[config.mk]
export PLATFORM = sky130hd
export DESIGN_NAME = uc_control
export DESIGN_NICKNAME = d
export VERILOG_FILES = /design/src/rtl/uc_pkg.sv /design/src/rtl/uc_decoder.sv /design/src/rtl/uc_control.sv
export SDC_FILE = /design/constraint.sdc
export NUM_CORES = 1
export LEC_CHECK = 0
export BUFFER_PORTS_ARGS = -buffer_cell sky130_fd_sc_hd__clkbuf_2
export CORE_AREA = 2 2 39 41
export DETAILED_ROUTE_END_ITERATION = 10
export DIE_AREA = 0 0 41 43
export GPL_TIMING_DRIVEN = 0
export PLACE_DENSITY = 0.67
export SYNTH_ARGS = -nofsm -noshare
export SYNTH_HDL_FRONTEND = slang
export SYNTH_HIERARCHICAL = 1
export SYNTH_SLANG_ARGS = --single-unit
export TNS_END_PERCENT = 100
[constraint.sdc]
create_clock -name clk -period 1.45 [get_ports clk]
set_clock_uncertainty 0.2 [all_clocks]
set_input_delay 0.2175 -clock clk [delete_from_list [all_inputs] [get_ports clk]]
set_output_delay 0.2175 -clock clk [all_outputs]
set_load 0.005 [all_outputs]
[src/rtl/uc_pkg.sv]
// uc_pkg: shared definitions for the single-cycle control unit.
//   - Opcode constants for the non-ALU instructions (opcode[5] = 1).
//   - ALU operation width.
//   - FSM state type (RUN / SKIP / HALT).
//   - Control vector struct carried from the decoder to the top.
package uc_pkg;

  localparam int unsigned ALU_OP_W = 3;

  localparam logic [5:0] OP_LI   = 6'b100000;
  localparam logic [5:0] OP_J    = 6'b100001;
  localparam logic [5:0] OP_JZ   = 6'b100010;
  localparam logic [5:0] OP_JNZ  = 6'b100011;
  localparam logic [5:0] OP_SKZ  = 6'b100100;
  localparam logic [5:0] OP_HALT = 6'b111111;

  typedef enum logic [1:0] {
    RUN  = 2'd0,
    SKIP = 2'd1,
    HALT = 2'd2
  } state_e;

  typedef struct packed {
    logic                s_inc;
    logic                s_inm;
    logic                we3;
    logic [ALU_OP_W-1:0] op;
  } ctrl_t;

  // Idle control word: fall through to PC+1, write nothing.
  localparam ctrl_t CTRL_NOP = '{s_inc: 1'b1, s_inm: 1'b0, we3: 1'b0, op: '0};

endpackage

[src/rtl/uc_decoder.sv]
// uc_decoder: purely combinational instruction decode for the RUN state.
// Ports:
//   opcode_i  [5:0] instruction opcode field
//   zflag_i         registered ALU zero flag
//   ctrl_o          control vector (s_inc, s_inm, we3, op)
//   is_alu_o        instruction is in the ALU class (updates zflag)
//   is_skz_o        instruction is SKZ
//   is_halt_o       instruction is HALT
module uc_decoder
  import uc_pkg::*;
(
  input  logic [5:0] opcode_i,
  input  logic       zflag_i,
  output ctrl_t      ctrl_o,
  output logic       is_alu_o,
  output logic       is_skz_o,
  output logic       is_halt_o
);

  always_comb begin
    ctrl_o    = CTRL_NOP;
    is_alu_o  = 1'b0;
    is_skz_o  = 1'b0;
    is_halt_o = 1'b0;

    if (!opcode_i[5]) begin
      ctrl_o.op  = opcode_i[4:2];
      ctrl_o.we3 = 1'b1;
      is_alu_o   = 1'b1;
    end else begin
      case (opcode_i)
        OP_LI: begin
          ctrl_o.s_inm = 1'b1;
          ctrl_o.we3   = 1'b1;
        end
        OP_J:    ctrl_o.s_inc = 1'b0;
        OP_JZ:   ctrl_o.s_inc = ~zflag_i;
        OP_JNZ:  ctrl_o.s_inc = zflag_i;
        OP_SKZ:  is_skz_o = 1'b1;
        OP_HALT: begin
          // Target is the instruction's own address, so the PC parks here.
          ctrl_o.s_inc = 1'b0;
          is_halt_o    = 1'b1;
        end
        default: ;  // unlisted opcodes act as NOP
      endcase
    end
  end

endmodule

[src/rtl/uc_control.sv]
// uc_control: single-cycle processor control unit.
// Control outputs are combinational in opcode, state and the registered zero
// flag; only the FSM state, zflag and the optional instruction counter are flops.
// Ports:
//   clk            system clock, rising edge
//   reset          asynchronous active-high reset
//   opcode [5:0]   instruction opcode
//   z              ALU zero flag for the current instruction
//   s_inc          PC select (1 = PC+1, 0 = jump target)
//   s_inm          write-data select (1 = immediate, 0 = ALU)
//   we3            register-file write enable
//   op     [2:0]   ALU operation
//   halted         FSM is in HALT
//   icount [15:0]  retired-instruction count
// Build option: define UC_PERF_CNT_EN to include the icount counter; otherwise
// icount is tied to zero and no counter flops exist.
module uc_control
  import uc_pkg::*;
(
  input  logic                clk,
  input  logic                reset,
  input  logic [5:0]          opcode,
  input  logic                z,
  output logic                s_inc,
  output logic                s_inm,
  output logic                we3,
  output logic [ALU_OP_W-1:0] op,
  output logic                halted,
  output logic [15:0]         icount
);

  state_e state_q, state_d;
  logic   zflag_q, zflag_d;
  ctrl_t  dec_ctrl, ctrl;
  logic   is_alu, is_skz, is_halt;

  uc_decoder u_decoder (
    .opcode_i  (opcode),
    .zflag_i   (zflag_q),
    .ctrl_o    (dec_ctrl),
    .is_alu_o  (is_alu),
    .is_skz_o  (is_skz),
    .is_halt_o (is_halt)
  );

  always_comb begin
    state_d = state_q;
    zflag_d = zflag_q;
    ctrl    = dec_ctrl;

    unique case (state_q)
      RUN: begin
        if (is_alu) zflag_d = z;
        if (is_halt) begin
          state_d = HALT;
        end else if (is_skz && zflag_q) begin
          state_d = SKIP;
        end
      end
      SKIP: begin
        // Squash the skipped instruction; always back to RUN so SKZ never chains.
        ctrl    = CTRL_NOP;
        state_d = RUN;
      end
      HALT: begin
        ctrl       = CTRL_NOP;
        ctrl.s_inc = 1'b0;
      end
      default: begin
        ctrl    = CTRL_NOP;
        state_d = RUN;
      end
    endcase

    // Outputs must show reset values while reset is held, whatever the opcode.
    if (reset) ctrl = CTRL_NOP;
  end

  always_ff @(posedge clk or posedge reset) begin
    if (reset) begin
      state_q <= RUN;
      zflag_q <= 1'b0;
    end else begin
      state_q <= state_d;
      zflag_q <= zflag_d;
    end
  end

  assign s_inc  = ctrl.s_inc;
  assign s_inm  = ctrl.s_inm;
  assign we3    = ctrl.we3;
  assign op     = ctrl.op;
  assign halted = (state_q == HALT);

`ifdef UC_PERF_CNT_EN
  logic [15:0] icount_q;

  // Counts every RUN cycle, including HALT's entry cycle; wraps naturally.
  always_ff @(posedge clk or posedge reset) begin
    if (reset) begin
      icount_q <= '0;
    end else if (state_q == RUN) begin
      icount_q <= icount_q + 16'd1;
    end
  end

  assign icount = icount_q;
`else
  assign icount = 16'h0000;
`endif

endmodule
; Word-level counts from Yosys, hierarchy flattened
; Index checks and enable logic that the tools add are counted.
[totals]
reg_bits = 3
input_bits = 9
output_inout_bits = 23
wordCells = 32
[classes]
eq_ne = 8
n_mux = 14
n_bitwise = 3
n_reduce_logical = 5
[op_table]
columns = op, count
row1 = "== test 6 bit, second input constant", 6
row2 = one-hot mux 6 bit (2 select lines), 1
row3 = two-way mux 2 bit, 4
row4 = two-way mux 6 bit, 1
row5 = two-way mux 1 bit, 5
row6 = one-hot mux 2 bit (2 select lines), 1
row7 = AND reduction 2 bit, 2
row8 = two-way mux 3 bit, 1
row9 = "!= test 3 bit, second input constant", 1
row10 = NOT 1 bit, 3
row11 = one-hot mux 1 bit (3 select lines), 1
row12 = "== test 2 bit, second input constant", 1
row13 = logical NOT 2 bit, 1
row14 = OR reduction 2 bit, 1
row15 = logical AND 1 bit, 1

; Longest topological paths before layout
; Gate-level depths: netlist (run 1).
[depth]
depth_word = 7
ltp_mapped = 5
ltp_nobuf = 5

; By module
; The synthesis (run 1) kept the hierarchy.
[by_module_without_submodules]
columns = module, n_inst, cells_per_inst, area_each_um2, seq_area_each_um2
row1 = uc_control, 1, 36, 311.5, 75.1
row2 = uc_decoder, 1, 17, 120.1, 0.0

; Least setup slack after synthesis (run 1)
; Ideal clock, no wire load.
[synth_timing]
kind = register -> output
startpoint = register zflag_q
endpoint = output port s_inc
arrival_ps = 868
required_ps = 1033
path_slack_ps = 165
path_stages_with_launch = 6
path_buffers = 0
path_cell_list = dfrtp_1 -> xnor2_1 -> a31oi_1 -> o21ai_1 -> inv_1 -> o21ai_0
[synth_lines]
columns = item, line
row1 = "start, declared", uc_control.sv:33  ; logic zflag_q, zflag_d;
row2 = "start signal, assigned", uc_control.sv:85  ; zflag_q <= zflag_d;
row3 = "end, declared", uc_control.sv:24  ; output logic s_inc,

==> results of run 1 <==
-- area by class of cell --
cell class,count,share of cell area [%]
flip-flops and latches,3,11.9
well taps,16,3.06
repair buffers,19,17.0
clock buffers,4,4.02
multi-input cells,46,44.0
plain buffers,16,18.4
inverters,3,1.72
-- power groups by stage --
stage | combinational [mW] | clock [mW] | sequential [mW]
6_report | 0.183 | 0.143 | 0.129
5_1_grt | 0.208 | 0.156 | 0.130
4_1_cts | 0.184 | 0.147 | 0.128
3_5_place_dp | 0.162 | 0 | 0.126
3_3_place_gp | 0.159 | 0 | 0.125
2_1_floorplan | 0.116 | 0 | 0.120
-- per-stage QoR --
stage | area (um2) | hold WS [ns] | setup WS (ns) | TNS (ns)
6_report | 654 | 0.0232 | -0.189 | -0.575
5_1_grt | 654 | 0.0283 | -0.279 | -1.14
4_1_cts | 651 | 0.0173 | -0.204 | -0.662
3_5_place_dp | 583 | -0.0961 | -0.0581 | -0.0581
3_3_place_gp | 583 | -0.0995 | -0.0272 | -0.0272
2_1_floorplan | 488 | -0.229 | 0.165 | 0
-- final timing paths --
check / from / end / depth (start not counted)
max in group asynchronous: reset / state_q[0] / 3
min: z / zflag_q / 2
min reg2reg: state_q[1] / state_q[1] / 2
max: zflag_q / s_inc / 6
min in group asynchronous: reset / state_q[1] / 3
max reg2reg: state_q[0] / zflag_q / 3
-- cells in the final DEF, fill, tap and decap left out --
| cell | Yosys | layout |
|---|---|---|
| and3_1 | 1 | 1 |
| nor3_4 | 1 | 2 |
| nor3b_2 | 1 | 1 |
| conb_1 | 1 | 16 |
| nor2b_1 | 2 | 2 |
| and2b_2 | 2 | 2 |
| dfrtp_1 | 3 | 1 |
| nor2_2 | 1 | 1 |
| buf_4 | 16 | 18 |
| buf_2 | 0 | 2 |
| and4b_2 | 1 | 1 |
| nor4b_2 | 1 | 1 |
| a31oi_1 | 1 | 1 |
| clkbuf_2 | 0 | 13 |
| dlygate4sd3_1 | 0 | 1 |
| nand2_2 | 1 | 1 |
| dfrtp_2 | 0 | 2 |
| xnor2_1 | 1 | 1 |
| and2b_1 | 1 | 1 |
| mux2_4 | 1 | 1 |
| and2_1 | 5 | 5 |
| clkbuf_1 | 0 | 1 |
| o21ai_1 | 1 | 2 |
| nor2_1 | 4 | 4 |
| inv_1 | 3 | 3 |
| nand4_1 | 1 | 1 |
| nand2_1 | 2 | 2 |
| clkbuf_4 | 0 | 3 |
| buf_6 | 0 | 1 |
-- cells by family after synthesis --
family / after synthesis / share of synthesized area [%]
simple gates: 25 / 42.0
other cells: 1 / 0.869
xor+xnor: 1 / 2.03
mux: 1 / 3.48
compound gates: 3 / 3.77
flops: 3 / 17.4
buf+inv: 19 / 30.4
-- sequential cells by signal, indices dropped and copies added, names as in the netlist --
signal   cells
zflag_q      1
state_q      2
-- timing repair --
action,CTS,global route
hold buffers,1,0
pin swaps,3,1
endpoints found under the setup margin,6,8
gates resized for setup,4,3
hold endpoints to repair,3,0
cloned,0,0
buffers inserted,3,0
-- routing by layer --
layer / vias to the layer above / part of all wire, % / global-route usage [%]
met2: 17 / 47 / 15.0
li1: 215 / - / -
met4: 0 / 0 / 4.00
met5: - / 0 / 0
met3: 0 / 9.6 / 1.57
met1: 163 / 43 / 10.1
-- worst register-to-register path, stage by stage (launching register included) --
cell and delay (ns):
dfrtp_2 0.42, buf_6 0.13, nor3b_2 0.19, mux2_4 0.31
==> impl_metrics.csv, run 1 <==
group,metric,value,unit
routing,avgRoutedWirePerCell,6.99,um
die,ios,32,
setup_path,arrival,1.22,ns
setup_path,critical_path.startpoint_type,"flip-flop",
yosys,yosysTopAreaCell,"buf_4",
run,cap_viol_max_count,0,
clocking,htreeDepth,1,
yosys,synth-edff-count,0,
setup_path,reg2reg_slack,0.08,ns
grt,overflow,0,
cells_and_area,final_util,47.3,%
cells_and_area,drive_above_1_share,53.8,%
power_and_ir_drop,p_sw,0.136,mW
die,die_x,41,um
yosys,synthDominantCellAreaShare,27.8,%
sta,slew_viol_final,0,
die,coreArea,0.00138,mm2
grt,grt_max_degree,8,
yosys,yosys.cell_count.top_type,"buf_4",
die,placementRows,14,
sta,fmax,610,MHz
setup_path,max_stage_delay,0.39,ns
yosys,ys_seq_elements,3,
die,die_h,43,um
setup_path,cp.required,1.03,ns
cells_and_area,nFillCells,144,
cells_and_area,syn_to_final_growth,51.6,%
power_and_ir_drop,power,0.455,mW
yosys,synth_area_leaders,"buf_4, dfrtp_1, and2_1",
grt,track_usage,8.87,%
routing,via_count,395,
clocking,cts_root_buffer,"clkbuf_4",
grt,antenna_found_initial,0,
setup_path,path_cells,"xnor2_1 -> a31oi_1 -> o21ai_1 -> inv_1 -> o21ai_1 -> buf_2",
cells_and_area,final_cells,107,
die,dieArea,0.00176,mm2
sta,finalHoldViolations,0,
power_and_ir_drop,p_seq_share,28.4,%
run_status,violations,"negative setup slack",
cells_and_area,diodes,0,
power_and_ir_drop,p_leak,0.381,nW
sta,rsz0062_at_grt,"true",
yosys,yosysSeqAreaShare,17.4,%
power_and_ir_drop,clkPwrFrac,31.4,%
power_and_ir_drop,power.share.combinational,40.2,%
setup_path,path_buf_inv,2,
sta,setup_ws,-0.189,ns
yosys,syn_area,432,um2
worst_hold_path,hp-class,"input port to flip-flop",
yosys,synth_commonest_cells,"buf_4, and2_1, nor2_1",
setup_path,worstSetupPathType,"flip-flop to primary output",
run_status,status,"complete, but fails checks",
clocking,cts.sinks,3,
clocking,cts_tree,"done",
yosys,synthDistinctLibCells,24,
setup_path,end_kind,"primary output",
sta,setup_viol,7,
cells_and_area,nNetsFinal,101,
routing,dr.pass1.iters,2,
clocking,cts_buffers,3,
cells_and_area,register_area,77.6,um2
grt,grt_pass1_wl,1.10,mm
grt,grt_pass1_vias,290,
routing,routed_wl,748,um
die,start_util,31.2,%
yosys,async_flop_share,100,%
sta,fin_crit,1.64,ns
setup_path,cpMaxStageDelayCell,"dfrtp_1",
placement,io_buffer_count,15,
power_and_ir_drop,peakVddDrop,0.332,mV
setup_path,cpLargestDelayFamily,"flip-flops",
cells_and_area,multi_input_area,288,um2
yosys,yosysWarnings,6,
clocking,clk_latency,0.23,ns
sta,fin_crit_sh,113,%
yosys,synth_flop_cell,"dfrtp_1",
routing,antenna_left,0,
power_and_ir_drop,p_per_area,696,mW/mm2
routing,initialDrtViolationCount,3,
setup_path,cpMostUsedCell,"o21ai_1",
routing,via_per_inst,3.69,
placement,placedCellCount,99,
clocking,clk_pin_slew,0.03,ns
clocking,ctsLongestPathBuffers,2,
power_and_ir_drop,netSwitchingFraction,29.9,%
power_and_ir_drop,internal_power,0.319,mW
yosys,avgSynthCellArea,8.14,um2
setup_path,path_max_fanout,2,
placement,place.gp.congestion,0.765,
placement,dp_hpwl,633,um
yosys,synthCells,53,
routing,drc,0,
(Power assumes the default switching activity.)
==> inputs of run 2 (changes only) <==
==> constraint.sdc (replaced) <==
create_clock -name clk -period 2.1 [get_ports clk]
set_clock_uncertainty 0.2 [all_clocks]
set_input_delay 0.315 -clock clk [delete_from_list [all_inputs] [get_ports clk]]
set_output_delay 0.315 -clock clk [all_outputs]
set_load 0.005 [all_outputs]
==> run 2 against run 1 <==
  * The run now ends clean
  * Clock power down 31%
  * Global-route usage down 0.82 points
  * Count of clock-buffer cells in the layout unchanged
  * Cell area is 4.4% lower
  * Die area unchanged
  * Critical path type is now input port to primary output
  * Register-to-register slack improved by 0.70 ns
  * Via count fell by 2.5%
  * Largest cell class unchanged
  * Largest power group unchanged
==> impl_metrics.csv, run 2 (synthesized netlist as in run 1, its figures left out) <==
group,metric,value,unit
run_status,status,"complete, no violations",
die,die_h,43,um
setup_path,max_stage_delay,0.54,ns
placement,placedCellCount,99,
routing,via_per_inst,3.70,
routing,via_count,385,
setup_path,cp.required,1.58,ns
cells_and_area,drive_above_1_share,50.0,%
cells_and_area,diodes,0,
placement,pre_cts_ws,0.397,ns
clocking,cts_buffers,3,
worst_hold_path,hp-class,"input port to flip-flop",
setup_path,r2r_cells,2,
setup_path,path_cells,"dlygate4sd3_1 -> clkbuf_2 -> nor3_4 -> and2_1 -> clkbuf_2",
placement,io_buffer_count,15,
routing,drc,0,
routing,routed_wl,704,um
setup_path,arrival,1.45,ns
clocking,cts_tree,"done",
setup_path,startpoint,"reset",
setup_path,reg2reg_slack,0.78,ns
die,dieArea,0.00176,mm2
setup_path,r2r-start,"state_q[0]",
setup_path,critical_path.startpoint_type,"input port",
setup_path,cpMostUsedCell,"clkbuf_2",
routing,dr.pass1.iters,2,
cells_and_area,final_cells,104,
grt,track_usage,8.05,%
placement,place.gp.congestion,0.765,
sta,setup_viol,0,
sta,setup_ws,0.134,ns
grt,busiest_layer,"met2",
setup_path,path_max_fanout,5,
sta,slew_viol_final,0,
cells_and_area,largest_reg_flops,2,
die,ios,32,
cells_and_area,top_regs,"state_q x2, zflag_q x1",
clocking,ctsLongestPathBuffers,2,
grt,use_met2,13.4,%
clocking,clk_pin_slew,0.03,ns
sta,finalHoldViolations,0,
clocking,cts.sinks,3,
setup_path,r2r-end,"zflag_q",
sta,fin_crit,1.97,ns
die,placementRows,14,
power_and_ir_drop,p_per_area,482,mW/mm2
sta,tns,0,ns
grt,grt_pass1_wl,993,um
cells_and_area,final_cell_mix,"buf_4, conb_1, clkbuf_2",
cells_and_area,nFillCells,145,
routing,initialDrtViolationCount,2,
power_and_ir_drop,peakVddDrop,0.231,mV
clocking,cts_root_buffer,"clkbuf_4",
clocking,htreeDepth,1,
power_and_ir_drop,p_leak,0.367,nW
setup_path,end_kind,"primary output",
cells_and_area,top_register,"state_q",
die,die_x,41,um
die,coreArea,0.00138,mm2
grt,global_route.usage.met3,1.57,%
routing,antenna_left,0,
sta,fin_crit_sh,93.6,%
run,cap_viol_max_count,0,
grt,grt.met1_usage,9.06,%
grt,grt_max_degree,8,
worst_hold_path,worstHoldStart,"z",
routing,avgRoutedWirePerCell,6.77,um
cells_and_area,final_util,45.2,%
cells_and_area,syn_to_final_growth,44.9,%
setup_path,worstSetupPathType,"input port to primary output",
clocking,cts_setup_buffers,0,
setup_path,setup.worst_path.end,"op[2]",
grt,antenna_found_initial,0,
clocking,clk_latency,0.23,ns
die,start_util,31.2,%
placement,dp_hpwl,633,um
grt,grt_pass1_vias,274,
grt,overflow,0,
cells_and_area,nNetsFinal,98,
sta,rsz0062_at_grt,"false",
sta,fmax,509,MHz
setup_path,cpMaxStageDelayCell,"dlygate4sd3_1",
run 2: cell count changes in the layout (fill, tap and decap cells not counted), moves of 2 or more:
| cell | delta |
|---|---|
| dfrtp_1 | +2 |
| dfrtp_2 | -2 |
| buf_4 | -2 |
| buf_2 | -2 |
| clkbuf_2 | +2 |
run 2: critical path, delay by kind of cell:
kind	cells	cell delay, ns
and+or+nand+nor	2	0.35
buffers and inverters	3	0.79
run 2: worst min-delay path by stage:
stage                 endpoint  slack [ns]  cells after the start
floorplan           state_q[0]       -0.13                      1
global placement    state_q[0]      -0.002                      2
detailed placement  state_q[1]       0.001                      2
CTS                    zflag_q        0.11                      2
global route           zflag_q        0.13                      2
finish                 zflag_q        0.12                      2
run 2: metal layers:
metal  vias up  share of wire (%)
met3         0                9.7
met5         -                  0
met4         0                  0
met2        17                 49
met1       159                 41
li1        209                  -
run 2: cell type report:
type | count | area, um2 | area share (%)
timing repair buffer | 16 | 85.1 | 13.6
inverter | 3 | 11.3 | 1.80
multi-input combinational | 46 | 288 | 46.0
tap | 16 | 20.0 | 3.20
sequential | 3 | 75.1 | 12.0
buffer | 16 | 120 | 19.2
clock buffer | 4 | 26.3 | 4.20
run 2: repair_timing:
| item | in CTS | in global routing |
|---|---|---|
| setup endpoints to repair | 0 | 2 |
| endpoints found under the hold margin | 3 | 0 |
| hold buffers | 1 | 0 |
| gates resized for setup | 0 | 1 |
run 2: where the power goes:
group	internal [mW]	switching (mW)	total, mW
Sequential	0.0706	0.0178	0.0884
Combinational	0.0686	0.0454	0.114
Clock	0.0711	0.0279	0.0990
Total	0.210	0.0911	0.301
run 2: metrics by stage:
| step | cell area (um2) | power, mW | hold slack (ns) |
|---|---|---|---|
| 3_3_place_gp | 583 | 0.197 | -0.00201 |
| 4_1_cts | 619 | 0.302 | 0.115 |
| 3_5_place_dp | 583 | 0.199 | 0.00144 |
| 6_report | 626 | 0.301 | 0.119 |
| 2_1_floorplan | 488 | 0.163 | -0.131 |
| 5_1_grt | 626 | 0.329 | 0.126 |
==> inputs of run 3 (changes only) <==
--- a/config.mk
+++ b/config.mk
@@ -5,12 +5,13 @@
 export SDC_FILE = /design/constraint.sdc
 export NUM_CORES = 1
 export LEC_CHECK = 0
+export ABC_AREA = 1
 export BUFFER_PORTS_ARGS = -buffer_cell sky130_fd_sc_hd__clkbuf_2
 export CORE_AREA = 2 2 39 41
 export DETAILED_ROUTE_END_ITERATION = 10
 export DIE_AREA = 0 0 41 43
 export GPL_TIMING_DRIVEN = 0
-export PLACE_DENSITY = 0.67
+export PLACE_DENSITY = 0.69
 export SYNTH_ARGS = -nofsm -noshare
 export SYNTH_HDL_FRONTEND = slang
 export SYNTH_HIERARCHICAL = 1
==> run 3 against run 2 <==
  * Die area is the same
  * Clock power grew 4%
  * Area after synthesis grew 7.2%
  * Largest power group is now clock
  * Highest routed layer unchanged
==> impl_metrics.csv, run 3 <==
group,metric,value,unit
run_status,status,"complete, no violations",
power_and_ir_drop,p_leak,0.406,nW
setup_path,path_max_fanout,5,
grt,antenna_found_initial,0,
die,start_util,33.5,%
cells_and_area,largest_reg_flops,2,
sta,finalHoldViolations,0,
clocking,htreeDepth,1,
grt,grt_pass1_wl,1.37,mm
clocking,cts.sinks,3,
routing,via_count,466,
cells_and_area,final_cell_mix,"nand2_1, buf_4, conb_1",
cells_and_area,nNetsFinal,125,
sta,fin_crit,1.95,ns
setup_path,end_kind,"primary output",
yosys,yosysTopAreaCell,"buf_4",
die,die_x,41,um
clocking,cts_tree,"done",
die,ios,32,
cells_and_area,register_area,75.1,um2
clocking,cts_root_buffer,"clkbuf_4",
cells_and_area,final_util,47.0,%
yosys,yosysSeqAreaShare,16.2,%
routing,drc,0,
sta,fmax,514,MHz
placement,place.gp.congestion,0.787,
yosys,synth_commonest_cells,"buf_4, nand2_1, inv_1",
power_and_ir_drop,peakVddDrop,0.172,mV
grt,grt_max_degree,7,
yosys,syn_area,463,um2
placement,dp_hpwl,736,um
setup_path,critical_path.startpoint_type,"input port",
routing,routed_wl,851,um
yosys,synthDistinctLibCells,15,
placement,io_buffer_count,15,
routing,via_per_inst,3.56,
routing,dr.pass1.iters,2,
setup_path,reg2reg_slack,1.04,ns
grt,grt_pass1_vias,358,
placement,placedCellCount,126,
setup_path,startpoint,"reset",
grt,track_usage,11.4,%
clocking,cts_setup_buffers,0,
clocking,clk_pin_slew,0.04,ns
sta,setup_ws,0.155,ns
clocking,cts_resized,0,
die,dieArea,0.00176,mm2
worst_hold_path,worstHoldStart,"z",
cells_and_area,final_cells,131,
cells_and_area,syn_to_final_growth,40.5,%
yosys,synth_flop_cell,"dfrtp_1",
clocking,ctsLongestPathBuffers,2,
routing,antenna_left,0,
sta,rsz0062_at_grt,"false",
routing,avgRoutedWirePerCell,6.50,um
yosys,ys_seq_elements,3,
cells_and_area,top_register,"state_q",
yosys,synthCells,80,
routing,initialDrtViolationCount,5,
cells_and_area,nFillCells,152,
sta,tns,0,ns
yosys,synth_area_leaders,"buf_4, dfrtp_1, nand2_1",
die,die_h,43,um
sta,fin_crit_sh,92.6,%
yosys,synth-edff-count,0,
setup_path,cp.required,1.58,ns
grt,overflow,0,
die,placementRows,14,
placement,pre_cts_ws,0.511,ns
yosys,synthDominantCellAreaShare,25.9,%
cells_and_area,drive_above_1_share,36.5,%
worst_hold_path,hold_depth,3,
clocking,cts_buffers,3,
setup_path,r2r_cells,4,
yosys,avgSynthCellArea,5.79,um2
cells_and_area,final_area,651,um2
die,coreArea,0.00138,mm2
clocking,holdBufCountCts,1,
power_and_ir_drop,p_per_area,348,mW/mm2
run,cap_viol_max_count,0,
cells_and_area,top_regs,"state_q x2, zflag_q x1",
sta,slew_viol_final,0,
setup_path,arrival,1.43,ns
power_and_ir_drop,power,0.226,mW
worst_hold_path,hp-class,"input port to flip-flop",
yosys,yosysWarnings,6,
placement,placed_cell_area,614,um2
yosys,async_flop_share,100,%
setup_path,r2r-start,"state_q[0]",
sta,hold_ws,0.130,ns
clocking,clk_latency,0.23,ns
setup_path,worstSetupPathType,"input port to primary output",
cells_and_area,diodes,0,
cells_and_area,multi_input_area,256,um2
sta,setup_viol,0,
run 3: worst paths after layout:
kind,endpoint
min,zflag_q
min in group asynchronous,state_q[0]
min reg2reg,state_q[1]
max in group asynchronous,state_q[1]
max reg2reg,zflag_q
max,we3
run 3: critical path: stages:
cell,delay [ns]
dlygate4sd3_1,0.53
clkbuf_2,0.10
inv_1,0.15
nand2_2,0.11
nor2_1,0.10
clkbuf_2,0.12
run 3: kinds of logic (layout without fill, tap and decap cells):
group	count (synthesis)	in the layout	synth area share, %
flip-flops	3	3	16.2
AND/OR/NAND/NOR	40	40	40.3
AO/OA/AOI/OAI	2	2	2.16
other	1	16	0.810
buffers and inverters	34	54	40.5
run 3: per-layer routing:
| metal | wire length (um) | GRT usage [%] |
|---|---|---|
| met1 | 328 | 12.9 |
| met5 | 0 | 0 |
| met2 | 450 | 18.1 |
| met4 | 0 | 6.00 |
| met3 | 72 | 3.14 |
run 3: layout make-up:
class	instances	area share (%)
multi-input combinational	58	39.4
clock buffer	4	4.04
sequential	3	11.5
timing repair buffer	16	13.1
buffer	16	18.5
inverter	18	10.4
tap	16	3.08
run 3: power by group:
| group | internal, mW | switching [mW] | total [mW] |
|---|---|---|---|
| clock | 0.0713 | 0.0314 | 0.103 |
| sequential | 0.0581 | 0 | 0.0581 |
| combinational | 0.0331 | 0.0322 | 0.0654 |
| total | 0.163 | 0.0636 | 0.226 |
